**src/rtl/dmem_arbiter_if.sv**
```systemverilog
// Bus bundle between the core data port, the host/DMA port, the SRAM and the arbiter.
interface dmem_arbiter_if #(
  parameter int unsigned ADDR_W = 16,
  parameter int unsigned DATA_W = 16
);
  // core data port
  logic              core_req;
  logic              core_we;
  logic [ADDR_W-1:0] core_addr;
  logic [DATA_W-1:0] core_wdata;
  logic [DATA_W-1:0] core_rdata;
  logic              core_rvalid;
  logic              core_stall;
  // host/DMA port
  logic              host_req;
  logic              host_we;
  logic              host_lock;
  logic [ADDR_W-1:0] host_addr;
  logic [DATA_W-1:0] host_wdata;
  logic              host_gnt;
  logic [DATA_W-1:0] host_rdata;
  logic              host_rvalid;
  // SRAM port
  logic              mem_en;
  logic              mem_we;
  logic [ADDR_W-1:0] mem_addr;
  logic [DATA_W-1:0] mem_wdata;
  logic [DATA_W-1:0] mem_rdata;

  // arbiter side
  modport slave (
    input  core_req, core_we, core_addr, core_wdata,
    output core_rdata, core_rvalid, core_stall,
    input  host_req, host_we, host_lock, host_addr, host_wdata,
    output host_gnt, host_rdata, host_rvalid,
    output mem_en, mem_we, mem_addr, mem_wdata,
    input  mem_rdata
  );

  // requesters and SRAM side
  modport master (
    output core_req, core_we, core_addr, core_wdata,
    input  core_rdata, core_rvalid, core_stall,
    output host_req, host_we, host_lock, host_addr, host_wdata,
    input  host_gnt, host_rdata, host_rvalid,
    input  mem_en, mem_we, mem_addr, mem_wdata,
    output mem_rdata
  );
endinterface

```
**src/rtl/dmem_arbiter.sv**
```systemverilog
// Arbitrates the single-ported data SRAM between the core data port and the host/DMA
// port: round-robin on contention, bounded host lock, one access per cycle, and
// read data returned one cycle after issue to whichever port issued the read.
module dmem_arbiter #(
  parameter int unsigned ADDR_W   = 16,
  parameter int unsigned DATA_W   = 16,
  parameter int unsigned MAX_LOCK = 4
) (
  input logic          clk,
  input logic          rst,
  dmem_arbiter_if.slave bus
);
  localparam int unsigned LOCK_W = 4;

  typedef enum logic [1:0] {
    OWN_NONE = 2'd0,
    OWN_CORE = 2'd1,
    OWN_HOST = 2'd2
  } owner_e;

  owner_e            rsp_owner;
  owner_e            rsp_owner_nxt;
  logic              rr_ptr;
  logic              rr_ptr_nxt;
  logic [LOCK_W-1:0] lock_cnt;
  logic [LOCK_W-1:0] lock_cnt_nxt;
  logic [DATA_W-1:0] core_rdata_q;
  logic [DATA_W-1:0] host_rdata_q;

  logic              core_rsp;
  logic              core_elig;
  logic              host_elig;
  logic              contended;
  logic              core_gnt;
  logic              host_gnt;
  logic              win_we;
  logic [ADDR_W-1:0] win_addr;
  logic [DATA_W-1:0] win_wdata;

  // Winner selection, SRAM issue mux, stall and next-state computation.
  always_comb begin
    core_gnt      = 1'b0;
    host_gnt      = 1'b0;
    win_we        = 1'b0;
    win_addr      = bus.host_addr;
    win_wdata     = bus.host_wdata;
    rr_ptr_nxt    = rr_ptr;
    lock_cnt_nxt  = lock_cnt;
    rsp_owner_nxt = OWN_NONE;

    // A core read blocks its own port during the response cycle; nothing issues in reset.
    core_rsp  = (rsp_owner == OWN_CORE);
    core_elig = bus.core_req && !core_rsp && !rst;
    host_elig = bus.host_req && !rst;
    contended = core_elig && host_elig;

    if (contended) begin
      if (bus.host_lock && (lock_cnt < LOCK_W'(MAX_LOCK))) begin
        host_gnt = 1'b1;
      end else if (lock_cnt == LOCK_W'(MAX_LOCK)) begin
        core_gnt = 1'b1;
      end else if (rr_ptr) begin
        host_gnt = 1'b1;
      end else begin
        core_gnt = 1'b1;
      end
    end else begin
      core_gnt = core_elig;
      host_gnt = host_elig;
    end

    if (core_gnt) begin
      win_we    = bus.core_we;
      win_addr  = bus.core_addr;
      win_wdata = bus.core_wdata;
    end else if (host_gnt) begin
      win_we    = bus.host_we;
    end

    // Round-robin pointer moves to the loser of a contended grant.
    if (contended) begin
      rr_ptr_nxt = core_gnt;
    end

    // Host lock streak: counts host grants made over a waiting core.
    if (core_gnt || !bus.host_lock || !core_elig) begin
      lock_cnt_nxt = '0;
    end else if (host_gnt && (lock_cnt < LOCK_W'(MAX_LOCK))) begin
      lock_cnt_nxt = lock_cnt + LOCK_W'(1);
    end

    if (core_gnt && !bus.core_we) begin
      rsp_owner_nxt = OWN_CORE;
    end else if (host_gnt && !bus.host_we) begin
      rsp_owner_nxt = OWN_HOST;
    end

    bus.mem_en      = core_gnt || host_gnt;
    bus.mem_we      = win_we;
    bus.mem_addr    = win_addr;
    bus.mem_wdata   = win_wdata;
    bus.host_gnt    = host_gnt;
    bus.core_stall  = bus.core_req && !(core_gnt && bus.core_we) && !core_rsp;
    bus.core_rvalid = core_rsp;
    bus.host_rvalid = (rsp_owner == OWN_HOST);
    bus.core_rdata  = core_rsp ? bus.mem_rdata : core_rdata_q;
    bus.host_rdata  = (rsp_owner == OWN_HOST) ? bus.mem_rdata : host_rdata_q;
  end

  // Arbitration state; reset drops any in-flight read response.
  always_ff @(posedge clk or posedge rst) begin
    if (rst) begin
      rsp_owner <= OWN_NONE;
      rr_ptr    <= 1'b0;
      lock_cnt  <= '0;
    end else begin
      rsp_owner <= rsp_owner_nxt;
      rr_ptr    <= rr_ptr_nxt;
      lock_cnt  <= lock_cnt_nxt;
    end
  end

  // Hold the last delivered read data for each port.
  always_ff @(posedge clk or posedge rst) begin
    if (rst) begin
      core_rdata_q <= '0;
      host_rdata_q <= '0;
    end else begin
      if (rsp_owner == OWN_CORE) begin
        core_rdata_q <= bus.mem_rdata;
      end
      if (rsp_owner == OWN_HOST) begin
        host_rdata_q <= bus.mem_rdata;
      end
    end
  end
endmodule

```
**src/flat_wrapper.sv**
```systemverilog
// flat-port wrapper written by rule: the top's interface ports become plain ports
module dmem_arbiter_flat 
#(
  parameter int unsigned ADDR_W   = 16,
  parameter int unsigned DATA_W   = 16,
  parameter int unsigned MAX_LOCK = 4
)
  (clk, rst, bus_core_req, bus_core_we, bus_core_addr, bus_core_wdata, bus_core_rdata, bus_core_rvalid, bus_core_stall, bus_host_req, bus_host_we, bus_host_lock, bus_host_addr, bus_host_wdata, bus_host_gnt, bus_host_rdata, bus_host_rvalid, bus_mem_en, bus_mem_we, bus_mem_addr, bus_mem_wdata, bus_mem_rdata);
  dmem_arbiter_if #(.ADDR_W(ADDR_W), .DATA_W(DATA_W)) bus_i ();
  input logic clk;
  input logic rst;
  input wire logic [$bits(bus_i.core_req)-1:0] bus_core_req;
  input wire logic [$bits(bus_i.core_we)-1:0] bus_core_we;
  input wire logic [$bits(bus_i.core_addr)-1:0] bus_core_addr;
  input wire logic [$bits(bus_i.core_wdata)-1:0] bus_core_wdata;
  output wire logic [$bits(bus_i.core_rdata)-1:0] bus_core_rdata;
  output wire logic [$bits(bus_i.core_rvalid)-1:0] bus_core_rvalid;
  output wire logic [$bits(bus_i.core_stall)-1:0] bus_core_stall;
  input wire logic [$bits(bus_i.host_req)-1:0] bus_host_req;
  input wire logic [$bits(bus_i.host_we)-1:0] bus_host_we;
  input wire logic [$bits(bus_i.host_lock)-1:0] bus_host_lock;
  input wire logic [$bits(bus_i.host_addr)-1:0] bus_host_addr;
  input wire logic [$bits(bus_i.host_wdata)-1:0] bus_host_wdata;
  output wire logic [$bits(bus_i.host_gnt)-1:0] bus_host_gnt;
  output wire logic [$bits(bus_i.host_rdata)-1:0] bus_host_rdata;
  output wire logic [$bits(bus_i.host_rvalid)-1:0] bus_host_rvalid;
  output wire logic [$bits(bus_i.mem_en)-1:0] bus_mem_en;
  output wire logic [$bits(bus_i.mem_we)-1:0] bus_mem_we;
  output wire logic [$bits(bus_i.mem_addr)-1:0] bus_mem_addr;
  output wire logic [$bits(bus_i.mem_wdata)-1:0] bus_mem_wdata;
  input wire logic [$bits(bus_i.mem_rdata)-1:0] bus_mem_rdata;
  assign bus_i.core_req = bus_core_req;
  assign bus_i.core_we = bus_core_we;
  assign bus_i.core_addr = bus_core_addr;
  assign bus_i.core_wdata = bus_core_wdata;
  assign bus_core_rdata = bus_i.core_rdata;
  assign bus_core_rvalid = bus_i.core_rvalid;
  assign bus_core_stall = bus_i.core_stall;
  assign bus_i.host_req = bus_host_req;
  assign bus_i.host_we = bus_host_we;
  assign bus_i.host_lock = bus_host_lock;
  assign bus_i.host_addr = bus_host_addr;
  assign bus_i.host_wdata = bus_host_wdata;
  assign bus_host_gnt = bus_i.host_gnt;
  assign bus_host_rdata = bus_i.host_rdata;
  assign bus_host_rvalid = bus_i.host_rvalid;
  assign bus_mem_en = bus_i.mem_en;
  assign bus_mem_we = bus_i.mem_we;
  assign bus_mem_addr = bus_i.mem_addr;
  assign bus_mem_wdata = bus_i.mem_wdata;
  assign bus_i.mem_rdata = bus_mem_rdata;
  dmem_arbiter #(.ADDR_W(ADDR_W), .DATA_W(DATA_W), .MAX_LOCK(MAX_LOCK)) u_core (.clk(clk), .rst(rst), .bus(bus_i));
endmodule
```
**config.mk**
```make
export PLATFORM = sky130hd
export DESIGN_NAME = dmem_arbiter_flat
export DESIGN_NICKNAME = d
export VERILOG_FILES = /design/src/rtl/dmem_arbiter_if.sv /design/src/rtl/dmem_arbiter.sv /design/src/flat_wrapper.sv
export SDC_FILE = /design/constraint.sdc
export NUM_CORES = 1
export LEC_CHECK = 0
export CORE_MARGIN = 8
export CORE_UTILIZATION = 35
export DETAILED_ROUTE_END_ITERATION = 10
export HOLD_SLACK_MARGIN = 0.12
export PLACE_DENSITY = 0.92
export SKIP_CTS_REPAIR_TIMING = 1
export SLEW_MARGIN = 20
export SYNTH_ARGS = -nofsm -noshare
export SYNTH_HDL_FRONTEND = slang
export SYNTH_SLANG_ARGS = --single-unit
```
**constraint.sdc**
```tcl
create_clock -name clk -period 2.2 [get_ports clk]
set_input_delay 0.33 -clock clk [delete_from_list [all_inputs] [get_ports clk]]
set_output_delay 0.33 -clock clk [all_outputs]
set_load 0.01 [all_outputs]
```
==> results_dict.tcl <==
set metrics [dict create \
    violations "setup timing" \
    synth_compound_gate_area_share_pct 4.089 \
    nNetsFinal 418 \
    place_inst 397 \
    worst_slew_pin_slew_ns 0.4958 \
    dieArea_mm2 0.009091 \
    crit_chain "clkdlybuf4s50_1, nor2b_2, o21ai_2, nand3_4, buf_12, mux2_2, dlymetal6s2s_1" \
    post-route-drc-count 0 \
    power_density_mw_per_mm2 587.1 \
    grt_pass1_vias 2225 \
    min_path_cells 1 \
    p_sw_uw 692.3 \
    grt_usage_pct 16.81 \
    endpoint_kind "output port" \
    cts_root_buffer "clkbuf_8" \
    critical_path.top_delay_family "buffers and inverters" \
    cp.required_ns 1.87 \
    ant_nets 0 \
    synth_top_cell_area_share_pct 44.29 \
    wl_per_cell_um 20.71 \
    finalHoldViolCount 0 \
    die_x_um 95.35 \
    hold_ws_ns 0.4942 \
    synth-seq-cells 39 \
    layout_common_cells "clkdlybuf4s50_1 (89), dfrtp_1 (39), mux2_2 (36), dlymetal6s2s_1 (36), mux2_4 (29)" \
    yosys_warnings 0 \
    hold_path_end "u_core.host_rdata_q[12]$_DFF_PP0_" \
    cap_violations 0 \
    crit_type "in2out" \
    place_congestion 0.8019 \
    start_util_pct 35.51 \
    ios 157 \
    dieHeight_um 95.35 \
    pwr-share-seq_pct 37.9 \
    r2r_end "u_core.rr_ptr$_DFFE_PP0N_" \
    combinationalPowerShare_pct 44.0 \
    port_buffers 156 \
    min_period_over_period_pct 103.0 \
    final_area_mm2 0.004119 \
    critPathBufInv 3 \
    synth-simple-area-share_pct 8.348 \
    yosysSeqAreaShare_pct 44.29 \
    netlist_instances 156 \
    rr_worst_depth 6 \
    rows 29 \
    drive_gt1_share_pct 41.77 \
    hold_class "reg2reg" \
    peakVddDrop_mv 0.6978 \
    rsz0062_at_grt "yes" \
    slowest_delay_ns 0.48 \
    pwr-share-clk_pct 18.1 \
    clockBufferDepth 2 \
    htree_levels 2 \
    place_area_mm2 0.003958 \
    ys_types 32 \
    n_antenna_cell 0 \
    antenna_found_initial 0 \
    r2r_start "u_core.rsp_owner[0]$_DFF_PP0_" \
    synth_nets 245 \
    intPower_uw 1726 \
    slew_viol_final 0 \
    grt_pass1_wl_um 11740 \
    cts_tree "built" \
    vias 1956 \
    vias_per_cell 4.830 \
    slew_headroom_pct 66.95 \
    insertion_delay_ns 0.28 \
    overflow 0 \
    detail_route.iter0.violations 20 \
    power.leakage_uw 0.002162 \
    grt_max_degree 41 \
    core_mm2 0.006205 \
    wl_um 8389 \
    synthToLayoutAreaGrowth_pct 86.94 \
    switching_share_pct 28.63 \
    clock-sinks 39 \
    crit_arrival_ns 1.94 \
    yosysTopAreaCell "dfrtp_1" \
    cts-buffers-inserted 5 \
    clock_skew_ns 0.003440 \
    syn_area_per_cell_um2 14.12 \
    finalSetupViolCount 30 \
    fillers 468 \
    synth.area.mux_share_pct 38.61 \
    syn-cell-area_mm2 0.002203 \
    fin_crit_ns 2.266 \
    hpwlAfterDp_um 6526 \
    path_max_fanout 14 \
    worst_slack_ns -0.06598 \
    outcome "complete, but fails checks" \
    rrSetupSlack_ns 0.66 \
    synth_xor_area_share_pct 0.3975 \
    path_clk_slew_ns 0.07 \
    fmax_ghz 0.4413 \
    synth_top_family_by_area "multiplexers" \
    final_util_pct 66.38 \
    yosys-top-cells-area "dfrtp_1 (44%), mux2_4 (20%), mux2_2 (18%), buf_6 (1.5%), a311oi_4 (1.2%)" \
    hp-start "u_core.host_rdata_q[12]$_DFF_PP0_" \
    synthAdderAreaFrac_pct 1.136 \
    start_kind "input pin" \
    final_cells 405 \
    final_common_cell "clkdlybuf4s50_1" \
    drtPass1Iterations 5 \
    slowest_stage "clkdlybuf4s50_1" \
]
[flip-flops by register name, indices dropped and copies added (netlist names)]
register and count:
u_core.rr_ptr 1, u_core.core_rdata_q 16, u_core.lock_cnt 4, u_core.host_rdata_q 16, u_core.rsp_owner 2
[power by group through the flow]
stage	Clock (uW)	Sequential (uW)	Combinational, uW
4_1_cts	460	916	1130
5_1_grt	488	927	1140
3_3_place_gp	0	918	1100
3_5_place_dp	0	930	1120
2_1_floorplan	0	915	464
6_report	439	916	1060
[area by class of cell]
type / instances / area, um^2 / share of cell area, %
multi-input cells: 106 / 1190 / 28.89
repair buffers: 173 / 1765 / 42.86
inverters: 4 / 15.01 / 0.3645
clock inverters: 1 / 7.507 / 0.1823
well taps: 77 / 96.34 / 2.339
clock buffers: 5 / 68.82 / 1.671
flip-flops and latches: 39 / 975.9 / 23.69
[worst max-delay path by stage]
stage / depth (start not counted) / from / slack [ns] / to
2_1_floorplan: 3 / rst / 0.29 / bus_mem_we
3_3_place_gp: 7 / bus_host_lock / -0.34 / bus_mem_wdata[15]
3_5_place_dp: 7 / bus_host_lock / -0.39 / bus_mem_wdata[11]
4_1_cts: 8 / u_core.lock_cnt[0]$_DFFE_PP0P_ / -0.48 / bus_mem_wdata[11]
5_1_grt: 7 / bus_host_lock / -0.14 / bus_mem_wdata[15]
6_report: 7 / bus_host_lock / -0.07 / bus_mem_wdata[15]
[kinds of logic after synthesis]
| kind of cell | count (synthesis) |
|---|---|
| mux | 66 |
| xor+xnor | 1 |
| fa+ha+maj | 2 |
| simple gates | 29 |
| compound gates | 8 |
| flops | 39 |
| buf+inv | 11 |
[metal layers]
| layer | part of all wire (%) | global-route usage [%] | vias up |
|---|---|---|---|
| met5 | 0 | 0 | - |
| met4 | 0.64 | 3.511 | 0 |
| met3 | 14 | 7.638 | 5 |
| met2 | 50 | 30.32 | 116 |
| met1 | 35 | 17.47 | 941 |
| li1 | - | - | 894 |
[synth_stat cells]
master	number
o21ai_0	1
nand4_1	1
nor2_2	1
mux2_2	36
o2bb2ai_1	1
nor2b_1	3
mux2i_1	1
nor3_1	3
nand2b_1	1
nand2_1	2
and2b_1	1
inv_1	4
buf_6	3
nand2b_2	1
a311oi_4	1
or2_2	1
a21oi_1	2
o21ba_2	1
dfrtp_1	39
a31oi_4	1
and2_1	2
nor2_1	7
nand2b_4	1
and3_1	1
buf_2	4
xnor2_1	1
nand3_1	1
ha_1	2
nor3_2	2
o21ai_2	1
mux2_4	29
nand3_4	1
[through the flow]
step | worst slack (ns) | total power [uW] | setup TNS (ns)
floorplan | 0.2902 | 1379 | 0
global placement | -0.3390 | 2015 | -10.17
detailed placement | -0.3880 | 2048 | -11.92
CTS | -0.4788 | 2506 | -17.12
global route | -0.1375 | 2554 | -3.175
finish | -0.06598 | 2418 | -0.6092
Note: power is estimated with default switching activity, not from simulation.
==> RTL change (same settings) <==
`DATA_W` is set to 16 in 3 places; all go to 32.
--- a/src/rtl/dmem_arbiter_if.sv
+++ b/src/rtl/dmem_arbiter_if.sv
@@ -3,3 +3,3 @@
   parameter int unsigned ADDR_W = 16,
-  parameter int unsigned DATA_W = 16
+  parameter int unsigned DATA_W = 32
 );
--- a/src/rtl/dmem_arbiter.sv
+++ b/src/rtl/dmem_arbiter.sv
@@ -5,3 +5,3 @@
   parameter int unsigned ADDR_W   = 16,
-  parameter int unsigned DATA_W   = 16,
+  parameter int unsigned DATA_W   = 32,
   parameter int unsigned MAX_LOCK = 4
--- a/src/flat_wrapper.sv
+++ b/src/flat_wrapper.sv
@@ -4,3 +4,3 @@
   parameter int unsigned ADDR_W   = 16,
-  parameter int unsigned DATA_W   = 16,
+  parameter int unsigned DATA_W   = 32,
   parameter int unsigned MAX_LOCK = 4
Ports: changed (6 resized); port bits go from 157 to 253. No check against the original RTL was run, so the function may have changed too.
==> RTL change against the unedited design <==
Critical endpoint is now bus_mem_addr[8]. Synthesized cell count is 98% higher. Design area is 69% higher. Clock skew grew 0.0091 ns. Sequential cell count rose by 32. Sequential share of layout area rose by 1.9 points. Die area grew 47%. Highest routed layer unchanged. Power is 95% higher. Worst setup slack lost 0.30 ns. Area after synthesis increased by 57%. Largest power group unchanged. Routed wire length grew 85%. The flow still finishes with violations (setup timing).
==> RTL change: results (changes against the unedited design) <==
- Most frequent cell after synthesis: nand2_1
- Detailed-router iteration count before antenna repair: 4 (-1)
- Post-DP HPWL: 11300 um (+73%)
- Final setup violation count: 48 (+60%)
- Number of buffers added by the clock tree synthesis step: 9 (+4)
- Registers with the highest flip-flop counts: u_core.core_rdata_q x32, u_core.host_rdata_q x32, u_core.lock_cnt x4
- Via count of the first global-routing pass: 3773 (+70%)
- Number of different library cells in the post-synthesis netlist: 31 (-3.1%)
- Net count after synthesis: 446 (+82%)
- VDD IR-drop max: 0.000493 V (-29%)
- Skew final: 0.0125 ns (+0.00907 ns)
- Clock Latency Late Sink: 0.34 ns (+0.06 ns)
- Post-synth top cells: 98 x nand2_1, 72 x mux2_2, 71 x dfrtp_1, 9 x mux2_4, 7 x inv_1
- Violation count after the first detailed-route iteration: 109 (+450%)
- Total track usage: 0.197 (+0.0286)
- Maximum number of pins on one net before global-route repair: 73 (+78%)
- Clk pin slew, worst setup/hold paths: 0.09 ns (+0.02 ns)
- Slew of the pin with the lowest slew margin: 0.638 ns (+0.142 ns)
- Post-Route WL: 15500 um (+85%)
- RePlAce Congestion: 0.835 (+4.1%)
- Main area contributors after synthesis: dfrtp_1 51%, mux2_2 23%, nand2_1 11%
- Static leakage power: 3.92 nW (+81%)
- Worst Path Max Fanout: 6 (-8)
- Port Buffer Count: 252 (+62%)
- Violated checks: setup timing
- Internal power component: 0.00331 W (+92%)
- Total number of vias: 3441 (+76%)
- Final layout net count: 726 (+74%)
- Status: finished, violations left
- Endpoint arrival time on the critical path: 2.23 ns (+0.29 ns)
- Fin worst setup slack: -0.363 ns (-0.297 ns)
- Fraction of layout cells with a size suffix above 1: 0.295 (-0.123)
- Ys async rst share: 1.00 (unchanged)
- H-tree Lvls: 3 (+1)
- First-pass GRT wire length: 20300 um (+73%)
[RTL change: per-layer routing]
metal  part of all wire  vias up  global-route usage
li1                   -     1593                   -
met1               0.36     1669               0.203
met3              0.080       27              0.0672
met5                  0        -                   0
met2               0.54      152               0.365
met4              0.023        0              0.0595
[RTL change: worst paths after layout]
| path | startpoint | to | slack (ns) | cells past startpoint |
|---|---|---|---|---|
| hold reg to reg | u_core.core_rdata_q[5] | u_core.core_rdata_q[5] | 0.47 | 2 |
| min in group asynchronous | rst | u_core.lock_cnt[2] | 0.71 | 4 |
| setup / recovery | u_core.lock_cnt[1] | bus_mem_addr[8] | -0.36 | 10 |
| max in group asynchronous | rst | u_core.core_rdata_q[31] | 1.04 | 4 |
| setup reg to reg | u_core.rsp_owner[1] | u_core.lock_cnt[1] | 0.42 | 6 |
| hold / removal | u_core.core_rdata_q[5] | u_core.core_rdata_q[5] | 0.47 | 2 |
[RTL change: metrics by stage]
| step | hold slack, ns | area (um^2) | setup WS, ns | setup TNS, ns | instances |
|---|---|---|---|---|---|
| after floorplan | 0.396 | 3470 | -0.414 | -17.32 | 309 |
| after global placement | 0.453 | 6290 | -0.704 | -33.09 | 701 |
| after detailed placement | 0.457 | 6290 | -0.726 | -34.41 | 701 |
| after CTS | 0.479 | 6520 | -0.729 | -50.59 | 717 |
| after global routing | 0.496 | 6960 | -0.447 | -18.83 | 727 |
| final | 0.475 | 6960 | -0.363 | -14.47 | 727 |
[RTL change: power by group through the flow]
stage	Sequential (W)	Clock, W	Combinational, W
floorplan	0.00167	0	0.000723
global placement	0.00168	0	0.00182
detailed placement	0.00170	0	0.00187
CTS	0.00167	0.00121	0.00189
global route	0.00171	0.00126	0.00196
finish	0.00169	0.00119	0.00183
[RTL change: final cells by class]
type / instances / area (um^2)
Tap cell: 133 / 166
Fill cell: 655 / 2730
Multi-Input combinational cell: 215 / 1660
Sequential cell: 71 / 1780
Timing Repair Buffer: 285 / 3090
Clock buffer: 9 / 124
Clock inverter: 7 / 104
Inverter: 7 / 33.8
[RTL change: worst max-delay path, stage by stage, from the launching register on]
cell and delay (ns):
dfrtp_1 0.37, inv_2 0.05, ha_4 0.16, nand2b_4 0.07, a21oi_4 0.06, o311ai_4 0.29
buf_6 0.18, buf_6 0.12, clkbuf_16 0.16, mux2_4 0.31, buf_6 0.12
[RTL change: logic make-up (layout without fill, tap and decap cells)]
family	after synthesis	in the layout	synth area share
AOI/OAI and AO/OA	12	12	0.0299
xor gates and xnor gates	1	1	0.00252
adders and majority gates	2	2	0.00721
buffers and inverters	23	308	0.0353
DFF	71	71	0.512
muxes	82	82	0.276
and+or+nand+nor	118	118	0.137
